<file path="config.mk">
export PLATFORM = sky130hd
export DESIGN_NAME = uart_oversampler
export DESIGN_NICKNAME = d
export VERILOG_FILES = /design/src/rtl/uart_pkg.sv /design/src/rtl/sync_chain.sv /design/src/rtl/uart_oversampler.sv
export SDC_FILE = /design/constraint.sdc
export NUM_CORES = 1
export LEC_CHECK = 0
export ABC_CLOCK_PERIOD_IN_PS = 1900
export CORE_MARGIN = 2
export CORE_UTILIZATION = 39
export DETAILED_ROUTE_END_ITERATION = 12
export PLACE_DENSITY = 0.57
export SYNTH_ARGS = -nofsm -noshare
export SYNTH_HDL_FRONTEND = slang
export SYNTH_SLANG_ARGS = --single-unit
</file>
<file path="constraint.sdc">
create_clock -name clk -period 1.9 [get_ports clk]
set_input_delay 0.475 -clock clk [delete_from_list [all_inputs] [get_ports clk]]
set_output_delay 0.475 -clock clk [all_outputs]
set_load 0.01 [all_outputs]
</file>
<file path="src/rtl/uart_pkg.sv">
// uart_pkg: shared state encoding, vote-tap position helpers and the
// parameter legality rules used by the UART oversampling front end.
package uart_pkg;

  // Receiver alignment state: hunting for a start edge, or tracking bit phase
  typedef enum logic {
    HUNT  = 1'b0,
    TRACK = 1'b1
  } state_t;

  // Phase of the earliest vote tap, centred on the middle of the bit
  function automatic int first_tap(input int os, input int vt);
    return os / 2 - vt / 2;
  endfunction

  // Phase of the last vote tap; the majority decision is taken on this baud
  function automatic int vote_phase(input int os, input int vt);
    return os / 2 + vt / 2;
  endfunction

  // Legal parameter space: even oversampling >= 4, at least two synchroniser
  // flops, an odd tap count that fits strictly after the start-detect sample
  function automatic bit params_legal(input int os, input int ss, input int vt);
    return (os >= 4) && (os % 2 == 0) && (ss >= 2) &&
           (vt >= 1) && (vt % 2 == 1) && (vt <= os - 1) &&
           (first_tap(os, vt) >= 1);
  endfunction

endpackage

</file>
<file path="src/rtl/sync_chain.sv">
// sync_chain: multi-flop synchroniser for an asynchronous serial input.
// Flops reset to 1 so an idle-high line never looks like a start edge.
module sync_chain #(
  parameter int STAGES = 2
) (
  input  logic clk,
  input  logic rst,
  input  logic d,
  output logic q
);

  logic [STAGES-1:0] chain;

  // Shift the raw line through the chain every clock
  always_ff @(posedge clk or negedge rst) begin
    if (!rst) chain <= '1;
    else      chain <= {chain[STAGES-2:0], d};
  end

  assign q = chain[STAGES-1];

endmodule

</file>
<file path="src/rtl/uart_oversampler.sv">
// uart_oversampler: hunts for a start edge on an oversampled serial line,
// then tracks bit phase and emits one majority-voted bit per bit period.
module uart_oversampler
  import uart_pkg::*;
#(
  parameter int OVERSAMPLING = 16,
  parameter int SYNC_STAGES  = 2,
  parameter int VOTE_TAPS    = 3
) (
  input  logic clk,
  input  logic rst,
  input  logic baud,
  input  logic in,
  input  logic realign,
  output logic bit_out,
  output logic bit_valid,
  output logic noise,
  output logic false_start,
  output logic locked
);

  localparam int PW = $clog2(OVERSAMPLING);
  localparam int CW = $clog2(VOTE_TAPS + 1);
  localparam logic [PW-1:0] VP   = PW'(vote_phase(OVERSAMPLING, VOTE_TAPS));
  localparam logic [PW-1:0] LAST = PW'(OVERSAMPLING - 1);

  if (!params_legal(OVERSAMPLING, SYNC_STAGES, VOTE_TAPS)) begin : g_illegal_params
    $error("uart_oversampler: illegal OVERSAMPLING/SYNC_STAGES/VOTE_TAPS combination");
  end

  logic                 s_in;
  logic [VOTE_TAPS-1:0] window_nx;
  logic [CW-1:0]        ones;
  logic                 majority;
  logic                 disagree;
  logic [PW-1:0]        phase;
  logic [PW-1:0]        phase_nx;
  logic                 first_bit;
  state_t               state;

  sync_chain #(
    .STAGES(SYNC_STAGES)
  ) u_sync (
    .clk(clk),
    .rst(rst),
    .d  (in),
    .q  (s_in)
  );

  // The vote window is the VOTE_TAPS-1 older samples plus the sample arriving
  // on this baud, so the decision on the last tap includes that tap itself.
  if (VOTE_TAPS == 1) begin : g_single_tap
    assign window_nx = s_in;
  end else begin : g_multi_tap
    logic [VOTE_TAPS-2:0] history;

    // Shift the synchronised line into the sample history on every baud
    always_ff @(posedge clk or negedge rst) begin
      if (!rst)      history <= '1;
      else if (baud) history <= window_nx[VOTE_TAPS-2:0];
    end

    assign window_nx = {history, s_in};
  end

  // Count ones in the window for the majority decision
  always_comb begin
    ones = '0;
    for (int i = 0; i < VOTE_TAPS; i++) begin
      ones = ones + CW'(window_nx[i]);
    end
  end

  assign majority = (ones > CW'(VOTE_TAPS / 2));
  assign disagree = !((&window_nx) || !(|window_nx));
  assign phase_nx = (phase == LAST) ? '0 : phase + PW'(1);

  // Hunt/track state machine with registered strobes and decoded bit
  always_ff @(posedge clk or negedge rst) begin
    if (!rst) begin
      state       <= HUNT;
      phase       <= '0;
      first_bit   <= 1'b0;
      bit_out     <= 1'b1;
      bit_valid   <= 1'b0;
      noise       <= 1'b0;
      false_start <= 1'b0;
      locked      <= 1'b0;
    end else begin
      bit_valid   <= 1'b0;
      noise       <= 1'b0;
      false_start <= 1'b0;
      case (state)
        HUNT: begin
          // The sample that shows the falling edge is phase 0 of the start bit
          if (baud && !s_in) begin
            state     <= TRACK;
            phase     <= '0;
            first_bit <= 1'b1;
            locked    <= 1'b1;
          end
        end
        TRACK: begin
          if (realign) begin
            // Frame logic wins over any vote due on this same edge
            state     <= HUNT;
            phase     <= '0;
            first_bit <= 1'b0;
            locked    <= 1'b0;
          end else if (baud) begin
            phase <= phase_nx;
            if (phase_nx == VP) begin
              if (first_bit && majority) begin
                // Start bit did not hold low through its centre: glitch
                false_start <= 1'b1;
                state       <= HUNT;
                phase       <= '0;
                first_bit   <= 1'b0;
                locked      <= 1'b0;
              end else begin
                bit_out   <= majority;
                bit_valid <= 1'b1;
                noise     <= disagree;
                first_bit <= 1'b0;
              end
            end
          end
        end
        default: begin
          state  <= HUNT;
          locked <= 1'b0;
        end
      endcase
    end
  end

endmodule
</file>
* Word-level counts from Yosys, hierarchy flattened
Cells that the tools add are included.
Operators by class: reduce and logical (&&, ||, !) cells 12, shift-type cells 0, mux-type cells 37, $add $sub $neg 3, equal/unequal tests 6, bitwise logic cells 3, multipliers 0, $lt $le $gt $ge 1, divide/modulo/power cells 0
Operator list (number):
- 1-bit two-way mux | 27
- 4-bit two-way mux | 6
- 4-bit equality test (second input constant) | 2
- 4-bit one-hot mux with 2 select lines | 1
- 3-bit by 2-bit != test with 1-bit output (second input constant) | 2
- 1-bit one-hot mux with 2 select lines | 3
- 3-bit AND reduction | 2
- 5-bit AND reduction | 1
- 4-bit by 1-bit adder with 4-bit output (second input constant) | 1
- 4-bit AND reduction | 1
- 1-bit logical NOT | 3
- 3-bit != test (second input constant) | 1
- 1-bit NOT | 3
- 3-bit OR reduction | 1
- 1-bit by 1-bit adder with 2-bit output | 1
- 2-bit by 1-bit adder with 2-bit output | 1
- 2-bit by 1-bit > comparator with 1-bit output (second input constant) | 1
- 1-bit logical AND | 2
- 2-bit != test (second input constant) | 1
- 2-bit AND reduction | 1
- 1-bit logical OR | 1
Word-level totals: flip-flop bits (word level) 15, memories 0, memory bits (read-only) 0, memory bits (writable) 0, word-level logic and storage cells 72, latch bits 0

* Longest topological paths before layout
Gate-level depths: netlist of run 1.
depth after elaboration 9, gate-level depth with buffers 6

* Cells and area by module
Synthesis of run 1 repeated with hierarchy kept, for this count alone.
Unflattened totals: cells, all modules 68, area total of the unflattened synthesis 748.2 sq um
Modules (own cells, without submodules):
- uart_oversampler | cells an instance 66, sequential area each 329.1 sq um, area an instance 695.7 sq um, instances 1
- sync_chain | cells an instance 2, sequential area each 52.6 sq um, area an instance 52.6 sq um, instances 1

* Worst setup path after synthesis of run 1
OpenSTA, ideal clock, no wires.
kind flip-flop to flip-flop, start register u_sync.chain[1], end register locked, buffers on the path 0, required time 1824 ps, arrival time 1401 ps, cell stages (with the launch flop) 6, path slack 423 ps, cells stage by stage dfstp_2 > ha_1 > a21o_1 > and2_1 > and3_1 > o21ai_1
On the way: word-level cells in the longest chain between the ends 6, elaborated cells between the ends (all ways) 9
Ends and longest elaborated chain:
- start, declared | RTL line sync_chain.sv:12 | logic [STAGES-1:0] chain;
- start signal, assigned | RTL line sync_chain.sv:17 | else chain <= {chain[STAGES-2:0], d};
- 1-bit by 1-bit adder with 2-bit output | RTL line uart_oversampler.sv:70 | ones = ones + CW'(window_nx[i]);
- 2-bit by 1-bit adder with 2-bit output | RTL line uart_oversampler.sv:70
- 2-bit by 1-bit > comparator with 1-bit output | RTL line uart_oversampler.sv:74 | assign majority = (ones > CW'(VOTE_TAPS / 2));
- 1-bit logical AND | RTL line uart_oversampler.sv:113 | if (first_bit && majority) begin
- 3-bit by 2-bit != test with 1-bit output (no line)
- 4-bit AND reduction (no line) (*)
- end signal, assigned | RTL line uart_oversampler.sv:88 | locked <= 1'b0;
- end signal, assigned | RTL line uart_oversampler.sv:109 | locked <= 1'b0;
- end signal, assigned | RTL line uart_oversampler.sv:119 | locked <= 1'b0;
- end, declared | RTL line uart_oversampler.sv:19 | output logic locked
Every way passes the cells marked *; elsewhere a longest branch is shown, timed or not. A chain may end at the register's enable or synchronous reset.

* Worst setup path after layout of run 1
start register bit_out, end output port bit_out
RTL lines:
- start, declared | RTL line uart_oversampler.sv:15 | output logic bit_out,
- start signal, assigned | RTL line uart_oversampler.sv:121 | bit_out <= majority;
No word-level cell between the ends.

==> results of run 1 <==
registers in the layout, summed over array words and instances, names as in the netlist:
register / count
state: 1
first_bit: 1
g_multi_tap.history: 2
false_start: 1
u_sync.chain: 2
locked: 1
bit_valid: 1
phase: 4
bit_out: 1
noise: 1
layout by cell type, fill, tap and decap left out, types with 2 or more instances in the layout:
cell type        synthesis  layout
dfrtp_1                 10      10
clkdlybuf4s50_1          0       9
inv_1                    7       7
buf_4                    0       6
nand2_1                  5       5
nor2_1                   5       5
dfstp_2                  5       5
and3_1                   3       3
o21ai_0                  3       3
nand3_1                  3       3
ha_1                     3       3
clkbuf_4                 0       3
nand2b_1                 2       2
a21o_1                   2       2
o21ai_1                  2       2
nor3_1                   2       2
mux2_2                   2       2
cells by family (layout without fill, tap and decap cells):
logic type	after synthesis	in the layout	share of synthesized area (%)
AO/OA/AOI/OAI	17	17	17.3
adder cells (fa/ha/maj)	3	3	4.99
buffers and inverters	9	26	4.83
flip-flops	15	15	50.7
multiplexers	2	2	2.99
AND/OR/NAND/NOR	26	26	19.1
power groups by stage:
stage / sequential [W] / clock [W] / combinational (W)
floorplan: 0.000369 / 0 / 0.0000670
global placement: 0.000372 / 0 / 0.000112
detailed placement: 0.000372 / 0 / 0.000115
CTS: 0.000366 / 0.000195 / 0.000116
global route: 0.000370 / 0.000209 / 0.000128
finish: 0.000366 / 0.000191 / 0.000114
worst min-delay path by stage:
stage	from	end
after global placement	u_sync.chain[0]	u_sync.chain[1]
after CTS	u_sync.chain[0]	u_sync.chain[1]
after global routing	u_sync.chain[0]	u_sync.chain[1]
after floorplan	rst	bit_valid
after detailed placement	u_sync.chain[0]	u_sync.chain[1]
final	u_sync.chain[0]	u_sync.chain[1]
area by class of cell:
type                    instances  area (um2)
multi-input cells              48         334
clock buffers                   3        22.5
inverters                       7        26.3
clock inverters                 1        5.00
fillers                       167         828
flip-flops and latches         15         382
well taps                      25        31.3
repair buffers                 15         135
per-layer routing:
metal | up-vias | track usage [%] | wire length [um]
met5 | - | 0 | 0
met1 | 279 | 19.4 | 692
met4 | 0 | 9.73 | 38
li1 | 287 | - | -
met2 | 12 | 27.2 | 676
met3 | 5 | 2.64 | 60
stage by stage:
| step | utilization, % | power, W |
|---|---|---|
| finish | 53.0 | 0.000672 |
| global route | 53.0 | 0.000707 |
| CTS | 53.0 | 0.000677 |
| detailed placement | 51.5 | 0.000487 |
| global placement | 51.5 | 0.000484 |
| floorplan | - | 0.000436 |
==> impl_results.md, run 1 <==
- Status: finished clean
- Count leader, synth: dfrtp_1
- R2r setup slk: 0.26 ns
- Cell depth of the worst hold path: 0
- Maximum fanout along the worst path: 2
- Row cnt: 15
- Post-synthesis sequential area ratio: 50.7%
- Crit-path cells: clkdlybuf4s50_1
- WHS: 0.362 ns
- Sink Count: 15
- Diodes inserted: 0
- PortBufs: 9
- Area Growth Syn to Fin: 24.5%
- Routability cong.: 0.745
- Routed WL: 1.47 mm
- Post-CTS Hold Fix Bufs: 0
- Largest net degree at the start of global routing: 16
- Final setup viols: 0
- Cell Area, Synth: 752 um2
- Final worst-path cycle share: 96.6%
- Clock power share: 28.5%
- Top cell type by total area after synthesis: dfrtp_1
- Buf/Inv on CP: 1
- Via/cell ratio: 5.11
- WP depth: 1
- First-pass GRT wire length: 2.47 mm
- CTS tree: built
- Async S/R FF share, synth: 100%
- Worst slew margin: 79.5%
- Yosys warns: 0
- Post-synth EDFFs: 0
- H-tree lvl count: 1
- Startpoint types: flop
- Sw Share: 28.3%
- Crit path to: bit_out
- Reg-to-Reg End: phase[3]
- Overflow after GRT: 0
- Slew Limit Fails: 0
- Final Hold Fails: 0
- Mapped Avg Cell Area: 10.4 um2
- Pint: 0.000482 W
- Core box area: 0.00176 mm2
- PwrDens: 718 mW/mm2
- Antenna Nets Post-Route: 0
- Placed insts: 110
- Synth area leaders: dfrtp_1 33%, dfstp_2 17%, ha_1 5.0%
- Time the worst path needs with I/O delays and setup: 1.84 ns
- First-pass iteration count of the detailed router: 3
- Logic pwr share: 17.0%
- Top FF cell, synth: dfrtp_1
- Share of power burned in registers: 54.5%
- Critical Path Start: bit_out
- Leak: 0.451 nW
- Post_cts resized: 0
- Latest clock arrival within the worst-skew pair: 0.30 ns
- Cells after synthesis: 72
- Count of cell types in the netlist: 31
- Boundary pin count: 10
- Share of layout cells above drive strength 1: 23.6%
- Critical path data required time: 1.42 ns
- Die area: 0.00230 mm2
- Switching power: 0.000190 W
- Top delay family on crit path: flip-flops
- Non-Filler Instances: 114
- WL/cell: 12.9 um
- Setup Buffers After CTS: 0
- Setup_tns: 0 ns
- Residual DRC: 0
- MaxCap Viol Count: 0
- Vias after detailed routing: 583
- HPWL after DPL: 1.08 mm
- Synth Net Count: 80
- Initial Util: 42.6%
- Num CTS Buffers: 3
- Yosys top cell area share: 33.3%
- Slowest cell on the critical path: dfstp_2
- Clk buf depth: 2
- Placed Instance Area: 908 um2
- Initial antenna violation count: 0
- CTS clk-pin slew, worst paths: 0.10 ns
- Reg2Reg Depth: 5
- GRT Util Overall: 16.3%
- VDD IR max: 0.337 mV
- Fmax: 545 MHz
- RSZ-0062 raised after global routing: no
- Critical path type: flop to output port
- Crit-path max cell delay: 0.54 ns
- Die width: 47.9 um
- Yosys reg bits: 15
- Final net count: 98
- Post-synth top cells: 10 x dfrtp_1, 7 x inv_1, 5 x dfstp_2, 5 x nand2_1, 5 x nor2_1
- Setup ws final: 0.0638 ns
- Worst clock skew: 0.00933 ns
- Initial DRC count: 8
- RR Startpoint: phase[1]
- Hold Crit Class: flop to flop
- Setup WS pre-CTS: 0.0947 ns
- Root Driver: clkbuf_4
- Element type at the critical path end: output port
- Worst Tran Pin Value: 0.307 ns
- Number of global-route vias before repair: 543
- Cell area after layout: 936 um2
- Die Span Y: 47.9 um
- Worst path arrival time: 1.36 ns
Note: power is estimated with default switching activity, not from simulation.
==> run 2: changes to the inputs <==
--- a/config.mk
+++ b/config.mk
@@ -7,9 +7,11 @@
 export LEC_CHECK = 0
 export ABC_CLOCK_PERIOD_IN_PS = 1900
 export CORE_MARGIN = 2
-export CORE_UTILIZATION = 39
+export CORE_UTILIZATION = 25
+export CTS_CLUSTER_DIAMETER = 60
 export DETAILED_ROUTE_END_ITERATION = 12
-export PLACE_DENSITY = 0.57
+export PLACE_DENSITY = 0.4
 export SYNTH_ARGS = -nofsm -noshare
 export SYNTH_HDL_FRONTEND = slang
 export SYNTH_SLANG_ARGS = --single-unit
+export TNS_END_PERCENT = 50
==> run 2 against run 1 <==
Compared with the run above: the flow now finishes with violations (DRC); combinational power is essentially flat; total power decreased by 1.7%; cell count grew 5.3%; largest power group unchanged; highest routed layer is now met3.
==> impl_results.md, run 2 (same netlist as run 1, synthesis figures left out) <==
- Slowest cell on the critical path: dfstp_2
- CTS tree: built
- Element type at the critical path end: output port
- Routed WL: 1.51 mm
- Worst path arrival time: 1.33 ns
- Hold Crit Class: flop to flop
- Share of layout cells above drive strength 1: 22.5%
- HPWL after DPL: 1.19 mm
- Overflow after GRT: 0
- Residual DRC: 2
- Largest net degree at the start of global routing: 11
- Final setup viols: 0
- Buf/Inv on CP: 1
- MaxCap Viol Count: 0
- R2r setup slk: 0.24 ns
- Failing checks: DRC
- Crit-path max cell delay: 0.54 ns
- Final worst-path cycle share: 95.2%
- Cell depth of the worst hold path: 0
- PortBufs: 9
- Vias after detailed routing: 571
- Crit-path cells: clkdlybuf4s50_1
- H-tree lvl count: 1
- WHS Endpoint: u_sync.chain[1]
- Commonest non-fill, non-tap cell in the layout: dfrtp_1
- Die area: 0.00346 mm2
- WP depth: 1
- Fmax: 553 MHz
- Num CTS Buffers: 3
- Maximum fanout along the worst path: 2
- Top Registers: phase: 4 flops, g_multi_tap.history: 2 flops, u_sync.chain: 2 flops
- Reg2Reg Depth: 5
- PwrDens: 701 mW/mm2
- Area Growth Syn to Fin: 25.3%
- Most flop-heavy register: phase
- Latest clock arrival within the worst-skew pair: 0.28 ns
- First-pass GRT wire length: 2.75 mm
- Setup ws final: 0.0907 ns
- Reg-to-Reg End: noise
- Slew Limit Fails: 0
- Clk buf depth: 2
- Sink Count: 15
- Status: complete, but fails checks
- Setup Buffers After CTS: 0
- Initial antenna violation count: 0
- Die Span Y: 58.8 um
- Worst Tran Pin Value: 0.451 ns
- Final Hold Fails: 0
- Leak: 0.448 nW
- WL/cell: 12.6 um
- Post-CTS Hold Fix Bufs: 0
- CTS clk-pin slew, worst paths: 0.09 ns
- Worst hold path startpoint: u_sync.chain[0]
- Worst clock skew: 0.00245 ns
- RR Startpoint: phase[1]
- Row cnt: 19
- Placed insts: 116
- Diodes inserted: 0
- Boundary pin count: 10
- Setup WS pre-CTS: -0.0341 ns
- Core box area: 0.00281 mm2
- Post_cts resized: 0
- Initial DRC count: 9
- Final net count: 98
- Number of flip-flops in the largest register: 4
- Worst slew margin: 69.8%
- VDD IR max: 0.299 mV
- Time the worst path needs with I/O delays and setup: 1.81 ns
- RSZ-0062 raised after global routing: no
- Routability cong.: 0.772
- GRT Util Overall: 10.8%
- Top delay family on crit path: flip-flops
- Critical path data required time: 1.42 ns
- Commonest cells after routing, fill and taps aside: 10 x dfrtp_1, 9 x clkdlybuf4s50_1, 7 x inv_1, 6 x buf_4
- Number of global-route vias before repair: 552
- Root Driver: clkbuf_4
- Startpoint types: flop
- Antenna Nets Post-Route: 0
- First-pass iteration count of the detailed router: 8
- Non-Filler Instances: 120
- Critical path type: flop to output port
- Via/cell ratio: 4.76
- Initial Util: 26.8%
- Die width: 58.8 um
run 2: cell type report:
cell class	instances	area, um2
fillers	299	1860
flip-flops and latches	15	382
multi-input cells	48	334
inverters	7	26.3
clock buffers	4	26.3
well taps	31	38.8
repair buffers	15	135
run 2: through the flow:
stage	total power [W]	util, %	cell area, um2	setup TNS [ns]	hold slack [ns]
after floorplan	0.000436	-	752	0	0.179
after global placement	0.000487	32.6	916	0	0.347
after detailed placement	0.000488	32.6	916	-0.0341	0.348
after CTS	0.000673	33.6	942	0	0.362
after global routing	0.000707	33.6	942	0	0.363
final	0.000661	33.6	942	0	0.360
run 2: worst max path at each step:
stage                          from  endpoint  slack, ns
floorplan           u_sync.chain[1]    locked       0.42
detailed placement             baud  phase[1]      -0.03
global placement               baud  phase[1]      0.008
finish                      bit_out   bit_out       0.09
global route                bit_out   bit_out       0.05
CTS                         bit_out   bit_out       0.07
run 2: power breakdown:
group,leakage (nW),switching [W],internal (W)
sequential,0.183,0.0000200,0.000346
combinational,0.250,0.0000569,0.0000572
clock,0.0150,0.0000990,0.0000814
run 2: routing by layer:
| layer | track usage [%] | routed length, um |
|---|---|---|
| met1 | 15.4 | 782 |
| met2 | 15.2 | 652 |
| met3 | 3.96 | 72 |
| met4 | 2.92 | 0 |
| met5 | 0 | 0 |
==> run 3: changes to the inputs <==
--- a/config.mk
+++ b/config.mk
@@ -11,6 +11,7 @@
 export CTS_CLUSTER_DIAMETER = 60
 export DETAILED_ROUTE_END_ITERATION = 12
 export PLACE_DENSITY = 0.4
+export SLEW_MARGIN = 30
 export SYNTH_ARGS = -nofsm -noshare
 export SYNTH_HDL_FRONTEND = slang
 export SYNTH_SLANG_ARGS = --single-unit
==> results of run 3 <==
Same layout as run 2: the final DEF is identical, and so are final timing and power.
